File: config.mk
export PLATFORM = sky130hd
export DESIGN_NAME = ram_8k_8_dp_arb
export DESIGN_NICKNAME = d
export VERILOG_FILES = /design/src/rtl/ram_8k_8_dp_arb.sv
export SDC_FILE = /design/constraint.sdc
export NUM_CORES = 1
export LEC_CHECK = 0
export BUFFER_PORTS_ARGS = -buffer_cell sky130_fd_sc_hd__clkbuf_2
export CAP_MARGIN = 40
export CORE_MARGIN = 1.5
export CORE_UTILIZATION = 49
export CTS_CLUSTER_DIAMETER = 40
export DETAILED_ROUTE_END_ITERATION = 7
export PLACE_DENSITY = 0.8
export SYNTH_ARGS = -nofsm -noshare
export SYNTH_HDL_FRONTEND = slang
export SYNTH_SLANG_ARGS = --single-unit
File: constraint.sdc
create_clock -name clk -period 2.5 [get_ports clk]
set_clock_uncertainty 0.15 [all_clocks]
set_input_delay 0.125 -clock clk [delete_from_list [all_inputs] [get_ports clk]]
set_output_delay 0.125 -clock clk [all_outputs]
set_load 0.005 [all_outputs]
File: src/rtl/ram_8k_8_dp_arb.sv
// Two-requester arbiter with lock/timeout in front of one port of an 8K x 8 dual-port RAM.
// Define RAM_ARB_ROUND_ROBIN_EN for round-robin tie-break; undefined gives fixed priority to requester 0.
module ram_8k_8_dp_arb #(
   parameter int unsigned ADDR_W   = 13,
   parameter int unsigned DATA_W   = 8,
   parameter int unsigned LOCK_TMO = 255
) (
   input  logic              clk,
   input  logic              rst_n,
   input  logic              r0_req,
   input  logic              r0_lock,
   input  logic              r0_wen,
   input  logic [ADDR_W-1:0] r0_addr,
   input  logic [DATA_W-1:0] r0_wdata,
   output logic              r0_gnt,
   output logic              r0_rvalid,
   output logic [DATA_W-1:0] r0_rdata,
   input  logic              r1_req,
   input  logic              r1_lock,
   input  logic              r1_wen,
   input  logic [ADDR_W-1:0] r1_addr,
   input  logic [DATA_W-1:0] r1_wdata,
   output logic              r1_gnt,
   output logic              r1_rvalid,
   output logic [DATA_W-1:0] r1_rdata,
   output logic [ADDR_W-1:0] ram_addr,
   output logic [DATA_W-1:0] ram_din,
   output logic              ram_wen,
   input  logic [DATA_W-1:0] ram_dout,
   output logic              lock_err
);

`ifdef RAM_ARB_ROUND_ROBIN_EN
   localparam bit RoundRobin = 1'b1;
`else
   localparam bit RoundRobin = 1'b0;
`endif

   typedef enum logic [1:0] {StIdle, StOwn0, StOwn1} state_e;

   state_e      state_q;
   logic        prio_q;
   logic [15:0] lock_cnt_q;
   logic        rd_vld1_q, rd_id1_q, rd_vld2_q, rd_id2_q;

   logic              acc, sel, sel_lock, sel_wen;
   logic [ADDR_W-1:0] sel_addr;
   logic [DATA_W-1:0] sel_wdata;
   logic              own_id, own_req, own_lock, tmo;

   // Grants depend only on requests and registered state.
   always_comb begin
      r0_gnt = 1'b0;
      r1_gnt = 1'b0;
      if (rst_n) begin
         unique case (state_q)
            StIdle: begin
               if (r0_req && r1_req) begin
                  r0_gnt = ~prio_q;
                  r1_gnt = prio_q;
               end else begin
                  r0_gnt = r0_req;
                  r1_gnt = r1_req;
               end
            end
            StOwn0:  r0_gnt = r0_req;
            StOwn1:  r1_gnt = r1_req;
            default: ;
         endcase
      end
   end

   assign acc       = r0_gnt | r1_gnt;
   assign sel       = r1_gnt;
   assign sel_lock  = sel ? r1_lock  : r0_lock;
   assign sel_wen   = sel ? r1_wen   : r0_wen;
   assign sel_addr  = sel ? r1_addr  : r0_addr;
   assign sel_wdata = sel ? r1_wdata : r0_wdata;

   assign own_id   = (state_q == StOwn1);
   assign own_req  = own_id ? r1_req  : r0_req;
   assign own_lock = own_id ? r1_lock : r0_lock;
   assign tmo      = (state_q != StIdle) && (lock_cnt_q == 16'(LOCK_TMO - 1));

   always_ff @(posedge clk) begin
      if (!rst_n) begin
         state_q    <= StIdle;
         prio_q     <= 1'b0;
         lock_cnt_q <= '0;
         rd_vld1_q  <= 1'b0;
         rd_id1_q   <= 1'b0;
         rd_vld2_q  <= 1'b0;
         rd_id2_q   <= 1'b0;
         ram_addr   <= '0;
         ram_din    <= '0;
         ram_wen    <= 1'b0;
         r0_rvalid  <= 1'b0;
         r1_rvalid  <= 1'b0;
         r0_rdata   <= '0;
         r1_rdata   <= '0;
         lock_err   <= 1'b0;
      end else begin
         ram_wen  <= acc && sel_wen;
         lock_err <= 1'b0;
         if (acc) begin
            ram_addr <= sel_addr;
            ram_din  <= sel_wdata;
            prio_q   <= RoundRobin ? ~sel : 1'b0;
         end

         // Requester-ID tag follows each read through the two-cycle RAM latency.
         rd_vld1_q <= acc && !sel_wen;
         rd_id1_q  <= sel;
         rd_vld2_q <= rd_vld1_q;
         rd_id2_q  <= rd_id1_q;
         r0_rvalid <= rd_vld2_q && !rd_id2_q;
         r1_rvalid <= rd_vld2_q && rd_id2_q;
         if (rd_vld2_q && !rd_id2_q) r0_rdata <= ram_dout;
         if (rd_vld2_q && rd_id2_q)  r1_rdata <= ram_dout;

         case (state_q)
            StIdle: begin
               lock_cnt_q <= '0;
               if (acc && sel_lock) state_q <= sel ? StOwn1 : StOwn0;
            end
            default: begin
               if (tmo) begin
                  // Timeout overrides any lock request and hands the tie to the other side.
                  state_q    <= StIdle;
                  lock_cnt_q <= '0;
                  lock_err   <= 1'b1;
                  prio_q     <= ~own_id;
               end else if (acc ? !sel_lock : (!own_req && !own_lock)) begin
                  state_q    <= StIdle;
                  lock_cnt_q <= '0;
               end else begin
                  lock_cnt_q <= lock_cnt_q + 16'd1;
               end
            end
         endcase
      end
   end

endmodule

# After elaboration in Yosys (flattened, before gate mapping)
# Cells that the tools add are included.
# totals
output_inout_bits	43
input_bits	58
word_cells	65
register_bits	64
# op_classes
n_eq_ne	4
bitwise_logic	4
reduce_logical	19
n_mux	22
n_addsub	1
# ops
cell	n
$add A16 B1 Y16 const B	1
$eq A16 B8 Y1 const B	1
$mux W1	13
$mux W13	1
$mux W2	5
$logic_and A1 B1 Y1	8
$mux W8	1
$logic_not A1 Y1	5
$pmux W1 S2	2
$reduce_or A4 Y1	1
$not A1 Y1	3
$reduce_bool A3 Y1	1
$eq A2 B1 Y1 const B	1
$eq A2 B2 Y1 const B	1
$logic_not A2 Y1	1
$ne A2 B2 Y1 const B	1
$reduce_and A2 Y1	1
$reduce_bool A2 Y1	1
$reduce_or A2 Y1	1
$or A1 B1 Y1	1

# Longest topological paths before layout
# Gate-level depths: netlist of the first run.
# depth
word_depth	10
mapped_depth	8
mapped_depth_nobuf	7

# Worst setup path before layout of the first run
# No wires, ideal clock.
# synth_timing
kind	reg2reg
from	register lock_cnt_q[0]
to	register lock_cnt_q[10]
required_time_ns	2.286
stages_incl_launch_ff	9
arrival_time_ns	1.517
setup_slack_ns	0.769
n_path_buf	1
setup_time_ns	0.064
synth_period_minus_slack_ns	1.731
path_cell_list	dfxtp_1 -> inv_1 -> ha_1 -> nor4b_1 -> and4_1 -> a21oi_1 -> nand3b_4 -> buf_6 -> nor2_1
# synth_between
elab_chain_len	3
word_cells_on_any_way	4
cone_classes	add/sub (1); eq/ne (1); reduce/logical (2)
# synth_rtl
item	line	rtl
start: declaration	43	logic [15:0] lock_cnt_q;
start signal: assignment	137	lock_cnt_q <= lock_cnt_q + 16'd1;
parallel branches: the longest is 3 deep, another holds $add A16 B1 Y16	-	
# Parallel ways; which one is timed is not known.
# A chain may end at the register's enable or synchronous reset.

# Worst setup path after layout of the first run
# layout_timing
from	register state_q[1]
to	register ram_addr[3]
# layout_between
elab_chain_len	4
word_cells_on_any_way	9
cone_classes	eq/ne (2); mux (5); bitwise (1); reduce/logical (1)
# layout_rtl
item	line	rtl
start: declaration	41	state_e state_q;
start signal: assignment	87	state_q <= StIdle;
start signal: assignment	124	if (acc && sel_lock) state_q <= sel ? StOwn1 : StOwn0;
start signal: assignment	129	state_q <= StIdle;
$eq A2 B2 Y1 (tied with other cells)	56	unique case (state_q)
$pmux W1 S2	56	
$mux W1	55	if (rst_n) begin
$mux W13 / $or A1 B1 Y1 (equally long branches)	77, 73	
end signal: assignment	106	ram_addr <= sel_addr;
end: declaration	26	output logic [ADDR_W-1:0] ram_addr,
# Several ways; a longest one is shown, not always the timed one.

==> impl_results.md, run 1 <==
* Seq cells post-synth at 64
* Category of the worst setup path launch point: register
* Avg Cell Area, Syn at 9.19 um^2
* Commonest non-fill, non-tap cell in the layout: sky130_fd_sc_hd__clkbuf_2
* Maximum resistive drop on vdd at 0.499 mV
* Post-synth net total at 351
* Antenna violations before repair at 0
* Min-Delay Path Class: input pin to register
* Share of layout cells above drive strength 1 at 28.5%
* Depth of the worst register-to-register path at 6
* Area inside the core boundary at 5170 um^2
* Via-to-Cell Ratio at 5.27
* Routed wire length at 7840 um
* Number of failing hold endpoints at the final stage at 0
* Clock Tree Buf Depth at 2
* Post-Route Setup TNS at 0 ps
* Clock H-tree levels at 3
* Least-Margin Pin Slew at 594 ps
* Crit Path Category: register to register
* Unrepaired setup endpoints after global routing: no
* Leakage power of the design at 1.81 nW
* Pwr per Cell Area at 592 nW/um^2
* Count of flip-flops with a built-in enable after synthesis at 0
* Part of the Yosys area used for sequential elements at 47.9%
* Number of buffers created by CTS at 9
* Initial cell density of the core at 51.7%
* Launch instance of the worst min-delay path: rst_n
* Diodes inserted at 0
* Share of the core filled with cells in the final layout at 76.8%
* Number of I/O pins at 101
* Number of instances in the synthesized netlist at 291
* Cell chain of the critical path: or3b_4, nand3_4, buf_12, mux2i_2, dlygate4sd3_1, o21ai_0
* Final number of max-transition violations at 0
* Final weighted congestion in routability-driven placement at 0.813
* Standard cell with the maximum stage delay on the critical path: sky130_fd_sc_hd__dlygate4sd3_1
* Leading cell types in the layout, fill and taps excluded: sky130_fd_sc_hd__clkbuf_2, sky130_fd_sc_hd__dfxtp_1, sky130_fd_sc_hd__dlygate4sd3_1, sky130_fd_sc_hd__nand2_1, sky130_fd_sc_hd__nand3_1
* Peak clock frequency supported by timing at 0.413 GHz
* # clock sinks at 64
* Fraction of the cycle the final worst path needs at 96.9%
* Cell family contributing the most delay on the critical path: buffers and inverters
* Number of input and output port buffers inserted at 100
* Register-to-register setup slack at 80 ps
* Die Area at 5910 um^2
* Initial DRT Pass Iterations at 4
* WL/cell at 15.2 um
* Maximum cell stage delay along the critical path at 570 ps
* Area growth from synthesis to final layout at 48.4%
* Endpoint of the worst-slack reg-to-reg timing path: ram_addr[3]
* Total DRC errors in the routed layout at 0
* Largest net degree at the start of global routing at 49
* Reg-to-reg critical path startpoint: state_q[1]
* Clk Tree Root Cell: sky130_fd_sc_hd__clkbuf_8
* Number of distinct library cells after synthesis at 39
* Initial DRC count at 114
* Worst-Skew Late Latency at 340 ps
* WHS Endpoint: rd_id1_q
* Floorplan row count at 26
* Max Cap Viol at 0
* Width of the chip at 76.9 um
* Setup violation total in the final timing report at 0
* Top FF cell, synth: sky130_fd_sc_hd__dfxtp_1
* Clock slew seen by the registers of the worst setup and hold paths at 70 ps
* Run status: finished clean
* Time the worst path needs with I/O delays and setup at 2420 ps
* Kind of capture point of the worst setup path: register
* Buf/Inv on CP at 2
* Data arrival at the endpoint of the critical path at 2460 ps
* Post-synth ARST share at 0%
* CTS tree: yes
* Nets@finish at 502
* CP Max Fanout at 16
* Vias in the first global route at 2785
* Overall via count from detail_route at 2721
* Detailed-placement wirelength estimate at 4190 um
* Wire length of the first global-routing pass at 13000 um
* Global routing usage summed across all routing layers at 28.4%
* Die outline height at 76.9 um
* Number of instances on the worst hold path at 3
* Congestion Overflow GR at 0
* YS warnings at 0
* Post-synth design cell area at 2680 um^2
* Number of nets still failing antenna checks after routing at 0
* Slew Limit Headroom at 60.3%
* Data required time of the critical path at 2540 ps
[kinds of logic (layout without fill, tap and decap cells)]
kind of cell	count (synthesis)	in the layout	share of synthesized area, %
simple gates	117	117	22.5
flops	64	64	47.9
compound gates	48	48	11.5
buf+inv	24	179	4.30
mux	22	22	8.23
xor+xnor	14	14	4.58
fa+ha+maj	2	2	0.935
[layout make-up]
cell class	instances	area [um^2]
clock inverters	3	40.0
well taps	70	87.6
inverters	7	26.3
multi-input cells	203	1290
clock buffers	12	165
fillers	337	1200
repair buffers	157	1080
flip-flops and latches	64	1280
[worst reg2reg max path: stages (launching register included)]
cell	delay, ps
sky130_fd_sc_hd__dfxtp_1	350
sky130_fd_sc_hd__or3b_4	430
sky130_fd_sc_hd__nand3_4	180
sky130_fd_sc_hd__buf_12	210
sky130_fd_sc_hd__mux2i_2	270
sky130_fd_sc_hd__dlygate4sd3_1	570
sky130_fd_sc_hd__o21ai_0	120
[stage by stage]
step / power [mW] / instances / hold slack (ps) / worst slack (ps) / area, um^2
finish: 2.35 / 516 / 43.9 / 77.8 / 3970
global placement: 1.35 / 447 / 226 / 638 / 3210
floorplan: 1.24 / 291 / 91.9 / 769 / 2680
detailed placement: 1.36 / 447 / 234 / 567 / 3210
CTS: 2.33 / 516 / 53.8 / 107 / 3960
global route: 2.45 / 516 / 67.1 / 14.5 / 3970
[state kept, by name (all words and copies together) (netlist names), 2 cells and up]
name / cells
lock_cnt_q: 16
r0_rdata: 8
r1_rdata: 8
ram_addr: 13
ram_din: 8
state_q: 2
[where the power goes]
group / total [mW] / internal (mW) / switching (mW)
Combinational: 0.336 / 0.183 / 0.154
Sequential: 1.11 / 1.07 / 0.0372
Clock: 0.908 / 0.533 / 0.375
Total: 2.35 / 1.79 / 0.566
[how the worst max path moves through the flow]
stage,cells past startpoint,end,from,slack [ps]
5_1_grt,6,ram_addr[3],state_q[1],10
4_1_cts,6,rd_vld1_q,state_q[1],110
2_1_floorplan,8,lock_cnt_q[10],lock_cnt_q[0],770
6_report,6,ram_addr[3],state_q[1],80
3_3_place_gp,5,state_q[1],state_q[0],640
3_5_place_dp,5,state_q[1],state_q[0],570
[what timing repair did]
item | 4_1_cts | 5_1_grt
hold buffers | 54 | 0
resized for setup | 0 | 2
endpoints found under the setup margin | 0 | 11
endpoints found under the hold margin | 41 | 0
setup buffers | 0 | 0
[Yosys cell counts, drive strengths merged (3+ instances only)]
| cell | n | area share, % |
|---|---|---|
| buf | 6 | 1.8 |
| nor2b | 4 | 1.0 |
| and3 | 4 | 0.94 |
| clkbuf | 11 | 1.5 |
| o21ai | 23 | 4.3 |
| nand2 | 33 | 4.6 |
| dfxtp | 64 | 48 |
| nand4 | 5 | 1.2 |
| nand3 | 34 | 6.5 |
| a21boi | 17 | 4.8 |
| mux2i | 22 | 8.2 |
| and2 | 3 | 0.70 |
| xor2 | 11 | 3.6 |
| inv | 7 | 0.98 |
| and4 | 3 | 1.1 |
| nor3 | 5 | 0.94 |
| xnor2 | 3 | 0.98 |
| nor2 | 19 | 2.8 |
[per-layer routing]
layer	track usage [%]	routed length (um)	part of all wire, %	vias to the layer above
met5	0	0	0	-
met4	16.1	269	3.4	0
met3	7.26	445	5.7	24
met2	52.9	4170	53	120
met1	28.4	2960	38	1270
li1	-	-	-	1307
(Power assumes the default switching activity.)
==> inputs of run 2 (changes only) <==
- PLACE_DENSITY: 0.8 -> default
- PLACE_DENSITY_LB_ADDON: default -> 0.1
==> run 2 against run 1 <==
Net effect:
- non-clock buffer count increased by 1
- combinational power down 2%
- register-to-register slack gained 40 ps
- maximum frequency increased by 1.5%
- critical path depth unchanged
- design area is 0.38% higher
- worst setup slack better by 36 ps
- hold slack improved by 34 ps
- critical path type unchanged
- highest routed layer unchanged
==> impl_results.md, run 2 (same netlist as run 1, synthesis figures left out) <==
* Clock Tree Buf Depth at 2 (unchanged)
* Area inside the core boundary at 5170 um^2 (unchanged)
* Vias in the first global route at 2698 (was 2785)
* Max reg flops at 16 (unchanged)
* Fraction of the cycle the final worst path needs at 95.4% (was 96.9%)
* Category of the worst setup path launch point: register (unchanged)
* Kind of capture point of the worst setup path: register (unchanged)
* Reg-to-reg critical path startpoint: state_q[1] (unchanged)
* Endpoint of the worst-slack reg-to-reg timing path: rd_vld1_q (was ram_addr[3])
* Met2 demand-to-capacity share in global routing at 45.5% (was 52.9%)
* Floorplan row count at 26 (unchanged)
* Total DRC errors in the routed layout at 0 (unchanged)
* CTS tree: yes (unchanged)
* Register with the most flip-flops: lock_cnt_q (unchanged)
* Setup violation total in the final timing report at 0 (unchanged)
* Largest registers: lock_cnt_q: 16 flops, ram_addr: 13 flops (unchanged)
* Min-Delay Path Class: input pin to register (unchanged)
* Area growth from synthesis to final layout at 49.0% (was 48.4%)
* Peak clock frequency supported by timing at 0.419 GHz (was 0.413 GHz)
* Final weighted congestion in routability-driven placement at 0.834 (was 0.813)
* Clk Tree Root Cell: sky130_fd_sc_hd__clkbuf_8 (unchanged)
* Depth of the worst register-to-register path at 6 (unchanged)
* Data arrival at the endpoint of the critical path at 2510 ps (was 2460 ps)
* Largest net degree at the start of global routing at 29 (was 49)
* Post-Route Setup TNS at 0 ps (unchanged)
* Nets@finish at 503 (was 502)
* WL/cell at 14.4 um (was 15.2 um)
* Worst-Skew Late Latency at 330 ps (was 340 ps)
* Die Area at 5910 um^2 (unchanged)
* Max Cap Viol at 0 (unchanged)
* Number of buffers created by CTS at 9 (unchanged)
* Die outline height at 76.9 um (unchanged)
* Maximum resistive drop on vdd at 0.403 mV (was 0.499 mV)
* Detailed-placement wirelength estimate at 4030 um (was 4190 um)
* Clock slew seen by the registers of the worst setup and hold paths at 70 ps (about the same)
* Via-to-Cell Ratio at 5.12 (was 5.27)
* Global routing usage summed across all routing layers at 26.4% (was 28.4%)
* Initial DRC count at 152 (was 114)
* Initial DRT Pass Iterations at 4 (unchanged)
* Least-Margin Pin Slew at 596 ps (was 594 ps)
* Leakage power of the design at 1.82 nW (was 1.81 nW)
* GRT Max-Usage Layer: met2 (unchanged)
* Number of I/O pins at 101 (unchanged)
* Number of failing hold endpoints at the final stage at 0 (unchanged)
* CP Max Fanout at 18 (was 16)
* Slew Limit Headroom at 60.2% (was 60.3%)
* Placed Instance Area at 3220 um^2 (was 3210 um^2)
* Crit Path Category: register to register (unchanged)
* Pwr per Cell Area at 603 nW/um^2 (was 592 nW/um^2)
* Width of the chip at 76.9 um (unchanged)
* Time the worst path needs with I/O delays and setup at 2390 ps (was 2420 ps)
* Commonest non-fill, non-tap cell in the layout: sky130_fd_sc_hd__clkbuf_2 (unchanged)
* Critical Path Sink: rd_vld1_q (was ram_addr[3])
* Routed wire length at 7470 um (was 7840 um)
* Run status: finished clean (unchanged)
* Initial cell density of the core at 51.7% (unchanged)
* Overall via count from detail_route at 2659 (was 2721)
* Register-to-register setup slack at 110 ps (was 80 ps)
* Number of input and output port buffers inserted at 100 (unchanged)
* Share of layout cells above drive strength 1 at 27.9% (was 28.5%)
* Unrepaired setup endpoints after global routing: no (unchanged)
* Leading cell types in the layout, fill and taps excluded: sky130_fd_sc_hd__clkbuf_2, sky130_fd_sc_hd__dfxtp_1, sky130_fd_sc_hd__dlygate4sd3_1, sky130_fd_sc_hd__nand2_1, sky130_fd_sc_hd__nand3_1 (unchanged)
* Congestion Overflow GR at 0 (unchanged)
* Global-route track usage on met3 at 11.0% (was 7.26%)
* Routing usage on met1 at 27.5% (was 28.4%)
* Wire length of the first global-routing pass at 12300 um (was 13000 um)
* Critical Path Source: state_q[1] (unchanged)
* # clock sinks at 64 (unchanged)
* Number of nets still failing antenna checks after routing at 0 (unchanged)
* Data required time of the critical path at 2620 ps (was 2540 ps)
* Final Cell Area at 3990 um^2 (was 3970 um^2)
* Final number of max-transition violations at 0 (unchanged)
* Antenna violations before repair at 1 (was 0)
* Clock H-tree levels at 3 (unchanged)
* FILL cells at 345 (was 337)
[run 2: worst min path at each step]
stage	from	endpoint	slack, ps	cells after the start
6_report	r1_req	state_q[1]	80	3
3_5_place_dp	ram_dout[7]	r0_rdata[7]	230	3
5_1_grt	r0_req	state_q[1]	120	3
3_3_place_gp	r1_wen	ram_wen	220	3
2_1_floorplan	r0_lock	state_q[0]	90	1
4_1_cts	r1_req	state_q[1]	70	3
[run 2: worst max-delay path: stages, from the launching register on]
cell                            delay (ps)
sky130_fd_sc_hd__dfxtp_1               370
sky130_fd_sc_hd__or3b_4                430
sky130_fd_sc_hd__nand3_4               180
sky130_fd_sc_hd__buf_12                200
sky130_fd_sc_hd__mux2i_1               250
sky130_fd_sc_hd__dlygate4sd3_1         610
sky130_fd_sc_hd__nor2b_1               120
[run 2: area by class of cell]
class / count / area [um^2] / share of cell area [%]
timing repair buffer: 158 / 1080 / 27.2
inverter: 7 / 26.3 / 0.659
clock buffer: 13 / 149 / 3.74
tap: 70 / 87.6 / 2.20
sequential: 64 / 1280 / 32.2
antenna: 1 / 2.50 / 0.0628
multi-input combinational: 203 / 1290 / 32.4
clock inverter: 3 / 65.1 / 1.63
[run 2: through the flow]
stage | total power [mW] | utilization [%] | hold slack (ps) | cells | worst slack, ps
after floorplan | 1.24 | - | 91.9 | 291 | 769
after global placement | 1.35 | 62.3 | 224 | 448 | 665
after detailed placement | 1.36 | 62.3 | 234 | 448 | 630
after CTS | 2.40 | 76.9 | 72.6 | 518 | 145
after global routing | 2.50 | 77.0 | 118 | 519 | 23.0
final | 2.40 | 77.0 | 78.2 | 519 | 114
[run 2: layer usage]
metal	routed length (um)	vias to the layer above
li1	-	1308
met4	240	0
met2	3720	104
met1	2960	1222
met3	557	25
met5	0	-
[run 2: report_power, final]
| group | total [mW] | switching, mW | internal (mW) |
|---|---|---|---|
| Combinational | 0.328 | 0.145 | 0.183 |
| Clock | 0.972 | 0.383 | 0.589 |
| Sequential | 1.10 | 0.0345 | 1.07 |
| Total | 2.40 | 0.562 | 1.84 |
[run 2: timing repair]
item	in CTS	in global routing
gates resized for setup	0	1
hold endpoints to repair	41	0
endpoints found under the setup margin	0	3
setup buffers	0	0
hold buffers	54	0
==> inputs of run 3 (changes only) <==
- CELL_PAD_IN_SITES_DETAIL_PLACEMENT: default -> 2
- CELL_PAD_IN_SITES_GLOBAL_PLACEMENT: default -> 2
- CORE_ASPECT_RATIO: default -> 0.8
- CORE_UTILIZATION: 49 -> 28
==> run 3 against run 2 <==
Net effect:
- routed wire length increased by 26%
- cell count increased by 7.9%
- clock power increased by 43%
- worst setup slack got worse by 15 ps
- combinational power about the same
- hold slack got worse by 38 ps
- die area increased by 72%
==> impl_results.md, run 3 (same netlist as run 1, synthesis figures left out) <==
* Time the worst path needs with I/O delays and setup at 2400 ps (was 2390 ps)
* Least-Margin Pin Slew at 631 ps (was 596 ps)
* Area inside the core boundary at 9150 um^2 (was 5170 um^2)
* Floorplan row count at 31 (was 26)
* Number of buffers created by CTS at 9 (unchanged)
* Slew Limit Headroom at 57.9% (was 60.2%)
* Area growth from synthesis to final layout at 54.0% (was 49.0%)
* Data required time of the critical path at 2520 ps (was 2620 ps)
* Diodes inserted at 0 (was 1)
* Largest registers: lock_cnt_q: 16 flops, ram_addr: 13 flops (unchanged)
* Largest net degree at the start of global routing at 45 (was 29)
* Clock slew seen by the registers of the worst setup and hold paths at 50 ps (was 70 ps)
* Clock Tree Buf Depth at 2 (unchanged)
* Detailed-placement wirelength estimate at 5560 um (was 4030 um)
* Commonest non-fill, non-tap cell in the layout: sky130_fd_sc_hd__clkbuf_2 (unchanged)
* Via-to-Cell Ratio at 4.75 (was 5.12)
* Global routing usage summed across all routing layers at 19.8% (was 26.4%)
* Leakage power of the design at 1.86 nW (was 1.82 nW)
* Design internal power at 2.20 mW (was 1.84 mW)
* Antenna violations before repair at 0 (was 1)
* Power dissipated by switching net loads at 0.628 mW (was 0.562 mW)
* Depth of the worst register-to-register path at 6 (unchanged)
* Leading cell types in the layout, fill and taps excluded: sky130_fd_sc_hd__clkbuf_2, sky130_fd_sc_hd__dfxtp_1, sky130_fd_sc_hd__dlygate4sd3_1, sky130_fd_sc_hd__nand2_1, sky130_fd_sc_hd__nand3_1 (unchanged)
* Clock H-tree levels at 3 (unchanged)
* Power, Total at 2.83 mW (was 2.40 mW)
* Number of input and output port buffers inserted at 100 (unchanged)
* Combinational Power Share at 11.7% (was 13.6%)
* Data arrival at the endpoint of the critical path at 2420 ps (was 2510 ps)
* Overall via count from detail_route at 2658 (was 2659)
* Kind of capture point of the worst setup path: register (unchanged)
* Initial DRT Pass Iterations at 6 (was 4)
* Max Cap Viol at 0 (unchanged)
* Crit Path Category: register to register (unchanged)
* CP Max Fanout at 24 (was 18)
* Min-Delay Path Class: input pin to register (unchanged)
* Wire length of the first global-routing pass at 15600 um (was 12300 um)
* Final number of max-transition violations at 0 (unchanged)
* Nets@finish at 500 (was 503)
* FILL cells at 995 (was 345)
* Least setup slack across all paths after layout at 98.8 ps (was 114 ps)
* Setup violation total in the final timing report at 0 (unchanged)
* Routed wire length at 9450 um (was 7470 um)
* Maximum resistive drop on vdd at 0.307 mV (was 0.403 mV)
* Clk Tree Root Cell: sky130_fd_sc_hd__clkbuf_16 (was sky130_fd_sc_hd__clkbuf_8)
* Final weighted congestion in routability-driven placement at 0.745 (was 0.834)
* Die outline height at 90.4 um (was 76.9 um)
* Die Area at 10200 um^2 (was 5910 um^2)
* Width of the chip at 112 um (was 76.9 um)
* Vias in the first global route at 3022 (was 2698)
* Share of layout cells above drive strength 1 at 28.1% (was 27.9%)
* Register with the most flip-flops: lock_cnt_q (unchanged)
* Switching power share of the total at 22.2% (was 23.4%)
* Dpl ws at 568 ps (was 630 ps)
* Share of total power in sequential cells at 39.1% (was 45.9%)
* Category of the worst setup path launch point: register (unchanged)
* WL/cell at 16.9 um (was 14.4 um)
* Congestion Overflow GR at 0 (unchanged)
* Run status: finished clean (unchanged)
* CTS tree: yes (unchanged)
* Number of instances on the worst hold path at 3 (unchanged)
* # clock sinks at 64 (unchanged)
* Total DRC errors in the routed layout at 0 (unchanged)
* Worst-Skew Late Latency at 330 ps (about the same)
* Initial cell density of the core at 29.2% (was 51.7%)
* Number of nets still failing antenna checks after routing at 0 (unchanged)
* Number of failing hold endpoints at the final stage at 0 (unchanged)
* Setup repair bufs after CTS at 0 (unchanged)
* Final hold slack at 40.4 ps (was 78.2 ps)
* Max reg flops at 16 (unchanged)
* Number of I/O pins at 101 (unchanged)
* Clock network power share at 49.2% (was 40.4%)
* Fraction of the cycle the final worst path needs at 96.0% (was 95.4%)
* Peak clock frequency supported by timing at 0.416 GHz (was 0.419 GHz)
* Initial DRC count at 78 (was 152)
* Pwr per Cell Area at 688 nW/um^2 (was 603 nW/um^2)
==> run 3: cell type report <==
type / count / area [um^2] / area share, %
multi-input cells: 203 / 1280 / 31.1
flip-flops and latches: 64 / 1280 / 31.1
repair buffers: 155 / 1050 / 25.5
clock buffers: 14 / 274 / 6.65
well taps: 115 / 144 / 3.49
clock inverters: 2 / 60.1 / 1.46
inverters: 7 / 26.3 / 0.638
==> run 3: final timing paths <==
check / startpoint / to / slack, ps
max: state_q[1] / ram_din[7] / 100
min: r1_addr[11] / ram_addr[11] / 40
max reg2reg: state_q[1] / ram_din[7] / 100
min reg2reg: rd_id1_q / rd_id2_q / 290
==> run 3: repair_timing <==
item | 4_1_cts | 5_1_grt
endpoints found under the hold margin | 40 | 0
hold buffers | 52 | 0
gates resized for setup | 0 | 2
setup endpoints to repair | 0 | 22
==> run 3: metal layers <==
layer	part of all wire, %	track usage (%)	vias to the layer above
met5	0	0	-
met2	51	36.5	73
met3	5.9	6.98	9
li1	-	-	1300
met4	0.78	4.43	0
met1	42	21.8	1276
==> run 3: stage by stage <==
step | utilization, % | instance area, um^2 | cells | setup TNS, ps
2_1_floorplan | - | 2680 | 291 | 0
3_3_place_gp | 35.6 | 3260 | 492 | 0
3_5_place_dp | 35.6 | 3260 | 492 | 0
4_1_cts | 44.9 | 4110 | 560 | 0
5_1_grt | 45.0 | 4120 | 560 | -0.598
6_report | 45.0 | 4120 | 560 | 0
==> run 3: power groups by stage <==
stage,clock network (mW),registers (mW),logic [mW]
2_1_floorplan,0,1.12,0.120
3_3_place_gp,0,1.12,0.239
3_5_place_dp,0,1.12,0.244
4_1_cts,1.43,1.11,0.321
5_1_grt,1.48,1.11,0.365
6_report,1.39,1.11,0.331
==> run 3: critical path, cell delays in order, from the launching register on <==
cell and delay (ps):
sky130_fd_sc_hd__dfxtp_1 370, sky130_fd_sc_hd__or3b_4 430, sky130_fd_sc_hd__nand3_2 130, sky130_fd_sc_hd__buf_8 270, sky130_fd_sc_hd__mux2i_1 210, sky130_fd_sc_hd__dlygate4sd3_1 560, sky130_fd_sc_hd__o21ai_0 120
